<file path="config.mk">
export PLATFORM = sky130hd
export DESIGN_NAME = mrjong_rom_loader
export DESIGN_NICKNAME = d
export VERILOG_FILES = /design/src/rtl/mrjong_rom_loader.sv
export SDC_FILE = /design/constraint.sdc
export NUM_CORES = 1
export LEC_CHECK = 0
export BUFFER_PORTS_ARGS = -buffer_cell sky130_fd_sc_hd__clkbuf_2
export CORE_ASPECT_RATIO = 0.9
export CORE_MARGIN = 5
export CORE_UTILIZATION = 52
export CTS_CLUSTER_DIAMETER = 50
export DETAILED_ROUTE_END_ITERATION = 10
export HOLD_SLACK_MARGIN = 0.12
export PLACE_DENSITY = 0.76
export SLEW_MARGIN = 20
export SYNTH_ARGS = -nofsm -noshare
export SYNTH_HDL_FRONTEND = slang
export SYNTH_SLANG_ARGS = --single-unit
</file>
<file path="constraint.sdc">
create_clock -name clk_sys -period 3.61 [get_ports clk_sys]
set_input_delay 0.1805 -clock clk_sys [delete_from_list [all_inputs] [get_ports clk_sys]]
set_output_delay 0.1805 -clock clk_sys [all_outputs]
set_load 0.005 [all_outputs]
</file>
<file path="src/rtl/mrjong_rom_loader.sv">
// ROM/DIP download loader for the MrJong core.
// Routes index-0 bytes into four ROM regions via a one-entry write buffer and holds the core until a good image lands.
module mrjong_rom_loader #(
    parameter logic [16:0] IMAGE_SIZE = 17'h0A120,
    parameter logic [7:0]  DIP_INDEX  = 8'd254
) (
    input  logic        clk_sys,
    input  logic        reset,
    input  logic        ioctl_download,
    input  logic        ioctl_wr,
    input  logic [7:0]  ioctl_index,
    input  logic [26:0] ioctl_addr,
    input  logic [7:0]  ioctl_dout,
    output logic        ioctl_wait,
    output logic [14:0] mem_addr,
    output logic [7:0]  mem_data,
    output logic [3:0]  mem_sel,
    output logic        mem_we,
    input  logic        mem_ack,
    output logic [7:0]  dsw,
    output logic        core_hold,
    output logic        load_ok,
    output logic        load_err
);

    localparam logic [1:0] S_IDLE  = 2'd0;
    localparam logic [1:0] S_LOAD  = 2'd1;
    localparam logic [1:0] S_FLUSH = 2'd2;
    localparam logic [1:0] S_DONE  = 2'd3;

    logic [1:0]  state;
    logic [16:0] count;
    logic        long_f;
    logic        ovr_f;
    logic        full;
    logic        dl_prev;

    logic        img_wr;
    logic        dip_wr;
    logic        dl_rise;
    logic        stalled;
    logic        in_map;
    logic [14:0] reg_addr;
    logic [3:0]  reg_sel;
    logic        image_good;

    assign img_wr     = ioctl_wr && (ioctl_index == 8'd0) && (state == S_LOAD);
    assign dip_wr     = ioctl_wr && (ioctl_index == DIP_INDEX) && (ioctl_addr == 27'd0);
    assign dl_rise    = ioctl_download && !dl_prev;
    assign stalled    = full && !mem_ack;
    assign in_map     = |reg_sel;
    assign image_good = (count == IMAGE_SIZE) && !long_f && !ovr_f;

    assign ioctl_wait = stalled;
    assign mem_we     = full;
    assign core_hold  = reset || (state != S_IDLE) || !load_ok;

    // Region decode: one-hot select plus region-relative address.
    // NOTE: every output of this block gets a default first so no latch is inferred.
    always_comb begin
        reg_sel  = 4'b0000;
        reg_addr = ioctl_addr[14:0];
        if (ioctl_addr < 27'h08000) begin
            reg_sel = 4'b0001;
        end else if (ioctl_addr < 27'h0A000) begin
            reg_sel  = 4'b0010;
            reg_addr = 15'(ioctl_addr - 27'h08000);
        end else if (ioctl_addr < 27'h0A020) begin
            reg_sel  = 4'b0100;
            reg_addr = 15'(ioctl_addr - 27'h0A000);
        end else if (ioctl_addr < 27'h0A120) begin
            reg_sel  = 4'b1000;
            reg_addr = 15'(ioctl_addr - 27'h0A020);
        end
    end

    // NOTE: sequential state uses non-blocking assignments so every register samples pre-edge values.
    always_ff @(posedge clk_sys or posedge reset) begin
        if (reset) begin
            state    <= S_IDLE;
            count    <= 17'd0;
            long_f   <= 1'b0;
            ovr_f    <= 1'b0;
            full     <= 1'b0;
            // Preset high so a download already in flight at reset release is not seen as a new start.
            dl_prev  <= 1'b1;
            mem_addr <= 15'd0;
            mem_data <= 8'd0;
            mem_sel  <= 4'b0000;
            dsw      <= 8'h00;
            load_ok  <= 1'b0;
            load_err <= 1'b0;
        end else begin
            dl_prev <= ioctl_download;

            if (dip_wr) begin
                dsw <= ioctl_dout;
            end

            // An accepted write empties the buffer unless a new byte refills it below.
            if (mem_ack) begin
                full <= 1'b0;
            end

            case (state)
                S_IDLE: begin
                    if (dl_rise && (ioctl_index == 8'd0)) begin
                        state    <= S_LOAD;
                        count    <= 17'd0;
                        long_f   <= 1'b0;
                        ovr_f    <= 1'b0;
                        load_ok  <= 1'b0;
                        load_err <= 1'b0;
                    end
                end
                S_LOAD: begin
                    if (img_wr) begin
                        if (count != 17'h1FFFF) begin
                            count <= count + 17'd1;
                        end
                        if (stalled) begin
                            ovr_f <= 1'b1;
                        end
                        if (!in_map) begin
                            long_f <= 1'b1;
                        end else if (!stalled) begin
                            full     <= 1'b1;
                            mem_addr <= reg_addr;
                            mem_data <= ioctl_dout;
                            mem_sel  <= reg_sel;
                        end
                    end
                    if (!ioctl_download) begin
                        state <= S_FLUSH;
                    end
                end
                S_FLUSH: begin
                    if (!full) begin
                        state <= S_DONE;
                    end
                end
                default: begin
                    load_ok  <= image_good;
                    load_err <= !image_good;
                    state    <= S_IDLE;
                end
            endcase
        end
    end

endmodule

</file>
==> results of run 1 <==
## cell families after synthesis
logic type	synth area share, %
AND/OR/NAND/NOR	19.2
flip-flops	47.3
AO/OA/AOI/OAI	8.71
multiplexers	13.6
buffers and inverters	3.62
XOR/XNOR	3.59
adder cells (fa/ha/maj)	3.94
## through the flow
stage               power, mW  util (%)  hold slack (ps)
floorplan               0.926         -              185
global placement        0.978      61.1              293
detailed placement      0.990      61.1              298
CTS                      1.57      66.9              130
global route             1.65      66.9              153
finish                   1.56      66.9              141
## routing by layer
layer | share of wire, % | track usage [%]
met2 | 51 | 37.4
met5 | 0 | 0
met4 | 0.78 | 4.99
met1 | 42 | 24.5
met3 | 7.0 | 9.23
## flip-flops by register name (all words and copies together), names as in the netlist
register  count
mem_we        1
mem_data      8
count        17
load_ok       1
dl_prev       1
mem_sel       4
mem_addr     15
state         2
dsw           8
long_f        1
load_err      1
ovr_f         1
## path summary, 6_finish.rpt
path	startpoint	end	slack, ps	depth (start not counted)
max	count[6]	count[11]	510	10
max in group asynchronous	reset	dl_prev	2250	4
min	ioctl_addr[10]	mem_addr[10]	140	3
min reg2reg	mem_data[3]	mem_data[3]	510	1
min in group asynchronous	reset	dsw[6]	500	3
max reg2reg	count[6]	count[11]	510	10
## layout make-up
class | instances | area share, %
inverter | 17 | 1.59
timing repair buffer | 107 | 15.6
clock buffer | 9 | 3.08
tap | 72 | 2.24
multi-input combinational | 204 | 38.7
sequential | 60 | 37.3
clock inverter | 7 | 1.43
## synthesized netlist by cell type (2+ instances only)
| master | count |
|---|---|
| a2111oi_0 | 2 |
| a211oi_1 | 3 |
| a21o_1 | 2 |
| a21oi_1 | 9 |
| and2_1 | 2 |
| and3_1 | 3 |
| and4_1 | 2 |
| buf_2 | 2 |
| buf_6 | 3 |
| clkbuf_1 | 2 |
| dfrtp_1 | 59 |
| ha_1 | 10 |
| inv_1 | 17 |
| mux2_2 | 32 |
| mux2i_1 | 6 |
| nand2_1 | 18 |
| nand2b_1 | 2 |
| nand3_1 | 10 |
| nand4_1 | 8 |
| nor2_1 | 14 |
| nor3_1 | 5 |
| nor4_1 | 12 |
| nor4b_1 | 5 |
| o21ai_0 | 9 |
| o31ai_1 | 5 |
| or2_2 | 2 |
| or3_1 | 2 |
| or4_1 | 7 |
| xnor2_1 | 7 |
| xor2_1 | 6 |
## worst min-delay path, cell delays in order
cell and delay, ps:
clkbuf_2 90, a21oi_1 40, mux2i_1 120
## where the power goes
part | leakage, nW | internal (mW) | switching, mW
registers | 0.812 | 0.694 | 0.0156
clock network | 0.0833 | 0.258 | 0.305
logic | 1.10 | 0.123 | 0.161
==> out/results.tsv, run 1 <==
stage	metric	value	unit
run_status	status	complete, no violations	
layout	Fillers	483	
setup_path	Worst path top cell family by delay	simple AND/OR/NAND/NOR gates	
drt	Starting DRT DRC Count	94	
setup_path	Critical Path Start Type	register	
placed_design	post-place setup slack	557	ps
floorplan	die area	7770	um2
clock_tree	Post-CTS Repair Setup Buffers	0	
floorplan	I/O pin count	88	
layout	Final Non-Filler Cells	476	
logic_synthesis	Post-synth EDFFs	0	
logic_synthesis	synthesized cell area	3180	um2
logic_synthesis	cell taking the most area after synthesis	dfrtp_1	
layout	Final nets	457	
power_and_ir_drop	maximum VDD drop	0.217	mV
timing	final hold vios	0	
layout	share of layout cells above drive strength 1	37.1	%
floorplan	die span in y	84.1	um
clock_tree	clk slew on worst S/H paths	80	ps
timing	Final Cycle Share	85.9	%
logic_synthesis	Cell variety after synth	52	
global_routing	vias in the first global route	2910	
logic_synthesis	ys flop type	dfrtp_1	
timing	final setup fails	0	
logic_synthesis	ys async rst share	100	%
floorplan	Core Footprint	6010	um2
drt	remaining routing DRC violations	0	
timing	final worst setup slack	508	ps
global_routing	first-pass GRT wire length	13300	um
layout	Finished Cell Area	4020	um2
setup_path	CP peak stage delay	570	ps
drt	post-DR wirelength/cell	15.9	um
layout	most frequent cells in the layout	clkbuf_2 (87), dfrtp_1 (59), mux2_2 (32), nand2_1 (18), dlygate4sd3_1 (17)	
logic_synthesis	ranking of synthesized cells by area	dfrtp_1 (46%), mux2_2 (11%), ha_1 (3.9%)	
clock_tree	PostCTS Resize Cnt	0	
logic_synthesis	Synthesized Nets	346	
timing	Slew HR	50.5	%
job	max cap viols	0	
drt	Routed Antenna Nets	0	
drt	final WL	7570	um
setup_path	WP data arrival	3360	ps
logic_synthesis	Mapped Cells	288	
logic_synthesis	register area share after synthesis	47.3	%
drt	DR pass1 iterations	4	
layout	Area growth syn-to-layout	26.7	%
drt	via count	2704	
logic_synthesis	syn_area_per_cell	11.0	um2
clock_tree	clock root cell	clkbuf_8	
logic_synthesis	synthesized flop and latch total	60	
timing	Setup Skew	9.23	ps
timing	Slew @ Worst Pin	741	ps
clock_tree	total CTS buffers	9	
layout	FF/Latch Area	1500	um2
setup_path	CP Capture Type	register	
global_routing	largest net degree at the start of global routing	38	
placed_design	placed cells	443	
setup_path	crit-path max FO	10	
clock_tree	CTS tree	built	
clock_tree	hold_buf cts	17	
placed_design	placed inst area	3670	um2
setup_path	CP dominant cell by count	nand2_1	
layout	commonest non-fill, non-tap cell in the layout	clkbuf_2	
hold_path	class of the worst hold path	primary input to register	
drt	Vias/cell	5.68	
placed_design	Post-DP HPWL	5560	um
layout	ANT cells	0	
global_routing	initial antenna violation count	0	
placed_design	placer congestion estimate	0.912	
logic_synthesis	Synthesis Warnings	0	
power_and_ir_drop	Static Leak	1.99	nW
power_and_ir_drop	Pwr Density	387	nW/um2
clock_tree	CTS Sinks	60	
logic_synthesis	share of Yosys cell area claimed by the top area cell type	46.5	%
timing	final worst path period need	3100	ps
setup_path	Worst EP required	3870	ps
clock_tree	CTS max path bufs	2	
setup_path	Setup CP Type	register to register	
timing	highest clock rate	0.322	GHz
clock_tree	Worst-Skew Late Latency	340	ps
floorplan	initial core utilization	52.8	%
setup_path	Slowest-stage cell, CP	or4_1	
timing	RSZ-0062 raised after global routing	no	
clock_tree	htree depth	3	
layout	multi-input logic area	1560	um2
setup_path	number of buffers and inverters on the critical path	0	
setup_path	CP Cell Sequence	and4_1, and2_1, nand2_1, nor3_1, ha_1, nand2_1, nand3_1, or3_1, or4_1, a21oi_1	
global_routing	gr ovfl total	0	
timing	Pins Over Slew Limit	0	
floorplan	std cell rows	27	
timing	setup TNS	0	ps
floorplan	Die W	92.4	um
placed_design	Port Buffers	87	
global_routing	GRT Util Overall	21.5	%
Power figures use the tool's default switching activity.
==> run 2, diff against run 1 <==
CORE_UTILIZATION = 54   (was 52)
CTS_BUF_LIST = sky130_fd_sc_hd__clkbuf_8   (was unset)
PLACE_DENSITY = 0.79   (was 0.76)
==> out/results.tsv, run 2 (synthesis results as in run 1) <==
stage	metric	value	unit
run_status	status	complete, no violations	
timing	Pins Over Slew Limit	0	
setup_path	R2R setup slack	530	ps
timing	RSZ-0062 raised after global routing	no	
layout	Fillers	416	
clock_tree	PostCTS Resize Cnt	0	
placed_design	Port Buffers	87	
setup_path	Slowest-stage cell, CP	or4_1	
global_routing	gr ovfl total	0	
drt	wire length on met2	4000	um
layout	most frequent cells in the layout	clkbuf_2 (87), dfrtp_1 (59), mux2_2 (32), nand2_1 (18), inv_1 (18)	
floorplan	Core Footprint	5690	um2
timing	final setup fails	0	
power_and_ir_drop	internal power	1.13	mW
floorplan	initial core utilization	55.8	%
layout	max reg flops	17	
timing	final worst setup slack	529	ps
drt	Vias/cell	5.67	
layout	share of layout cells above drive strength 1	36.7	%
drt	final WL	8110	um
global_routing	vias in the first global route	2806	
setup_path	Setup crit start	count[6]	
power_and_ir_drop	Static Leak	2.01	nW
clock_tree	clk slew on worst S/H paths	80	ps
setup_path	Worst EP required	3880	ps
global_routing	first-pass GRT wire length	13800	um
drt	Starting DRT DRC Count	109	
drt	routed wl met3	607	um
drt	met1 wire length	3410	um
clock_tree	total CTS buffers	9	
power_and_ir_drop	combinational share of power	18.0	%
drt	via count	2683	
layout	Final nets	456	
power_and_ir_drop	Pwr Density	397	nW/um2
clock_tree	CTS Sinks	60	
layout	Biggest register	count	
global_routing	largest net degree at the start of global routing	37	
clock_tree	CTS tree	built	
timing	Slew @ Worst Pin	758	ps
clock_tree	Worst-Skew Late Latency	350	ps
timing	Final Cycle Share	85.3	%
power_and_ir_drop	net load switching power	0.465	mW
clock_tree	Post-CTS Repair Setup Buffers	0	
drt	Routed Antenna Nets	0	
floorplan	die area	7520	um2
timing	highest clock rate	0.325	GHz
layout	commonest non-fill, non-tap cell in the layout	clkbuf_2	
layout	final core utilization	70.7	%
clock_tree	clock root cell	clkbuf_8	
setup_path	Critical Path Start Type	register	
placed_design	post-place setup slack	566	ps
setup_path	CP Capture Type	register	
global_routing	initial antenna violation count	0	
setup_path	R2R Path Start	count[6]	
setup_path	WP data arrival	3350	ps
setup_path	reg-to-reg endpoint	count[13]	
drt	remaining routing DRC violations	0	
floorplan	Die W	90.8	um
power_and_ir_drop	Reg power frac	44.5	%
setup_path	CP Cell Sequence	and4_1, and2_1, nand2_1, nor3_1, ha_1, nand2_1, nand3_1, or3_1, or4_1, a21oi_1	
setup_path	Setup CP Type	register to register	
placed_design	placed cells	441	
drt	top sig layer	met4	
hold_path	Hold Crit Depth	2	
floorplan	I/O pin count	88	
timing	Slew HR	49.2	%
power_and_ir_drop	Switching Fraction	29.1	%
setup_path	worst-case reg-to-reg path depth	10	
clock_tree	htree depth	3	
global_routing	GRT Util Overall	23.6	%
hold_path	class of the worst hold path	primary input to register	
power_and_ir_drop	maximum VDD drop	0.399	mV
timing	final hold vios	0	
floorplan	die span in y	82.8	um
drt	DR pass1 iterations	4	
floorplan	std cell rows	26	
drt	post-DR wirelength/cell	17.1	um
clock_tree	CTS max path bufs	2	
setup_path	CP dominant cell by count	nand2_1	
setup_path	CP peak stage delay	560	ps
placed_design	Post-DP HPWL	5690	um
layout	Top Registers	count x17, mem_addr x15	
timing	Setup Skew	11.0	ps
setup_path	crit path to	count[13]	
layout	ANT cells	0	
layout	Area growth syn-to-layout	26.7	%
job	max cap viols	0	
timing	final worst path period need	3080	ps
layout	Final Non-Filler Cells	473	
setup_path	crit-path max FO	10	
timing	setup TNS	0	ps
placed_design	placer congestion estimate	0.900	
power_and_ir_drop	clock share of power	37.5	%
## run 2: cell types whose count changed in the layout (fill, tap and decap cells not counted)
| cell | previous run | this run |
|---|---|---|
| bufinv_16 | 0 | 1 |
| inv_6 | 4 | 0 |
| clkinvlp_4 | 3 | 2 |
| inv_1 | 16 | 18 |
| dlygate4sd3_1 | 17 | 16 |
| clkinv_4 | 0 | 2 |
## run 2: timing repair
action	CTS	global route
setup endpoints to repair	0	0
hold buffers	16	0
hold endpoints to repair	46	0
## run 2: how the worst min path moves through the flow
| stage | start | to | slack (ps) |
|---|---|---|---|
| 2_1_floorplan | ioctl_download | dl_prev | 180 |
| 3_3_place_gp | reset | count[10] | 260 |
| 3_5_place_dp | reset | count[14] | 270 |
| 4_1_cts | ioctl_addr[10] | mem_addr[10] | 120 |
| 5_1_grt | ioctl_addr[10] | mem_addr[10] | 120 |
| 6_report | ioctl_addr[11] | mem_addr[11] | 140 |
## run 2: layout make-up
type	instances	area, um2	share of cell area, %
Multi-Input combinational cell	204	1560	38.7
Sequential cell	60	1500	37.3
Timing Repair Buffer	106	618	15.4
Clock buffer	9	124	3.08
Tap cell	70	87.6	2.18
Clock inverter	7	70.1	1.74
Inverter	17	63.8	1.59
## run 2: power groups by stage
stage          sequential, mW  combinational (mW)  clock [mW]
5_1_grt                 0.713               0.322       0.652
4_1_cts                 0.712               0.288       0.612
3_5_place_dp            0.724               0.268           0
2_1_floorplan           0.720               0.206           0
3_3_place_gp            0.723               0.258           0
6_report                0.711               0.287       0.600
## run 2: critical path: cells and delay by family (launching register included)
kind / cells / cell delay, ps
flops: 1 / 410
fa+ha+maj: 1 / 190
compound gates: 1 / 150
simple gates: 8 / 2260
## run 2: metrics by stage
| step | hold WS, ps | power, mW | cell area (um2) |
|---|---|---|---|
| 2_1_floorplan | 185 | 0.926 | 3180 |
| 3_3_place_gp | 258 | 0.981 | 3670 |
| 3_5_place_dp | 269 | 0.992 | 3670 |
| 4_1_cts | 120 | 1.61 | 4020 |
| 5_1_grt | 123 | 1.69 | 4020 |
| 6_report | 137 | 1.60 | 4020 |
## run 2: metal layers
layer  GRT usage [%]  up-vias
met5               0        -
met1            28.2     1298
met2            39.8       83
met3            9.42        9
met4            7.04        0
li1                -     1293
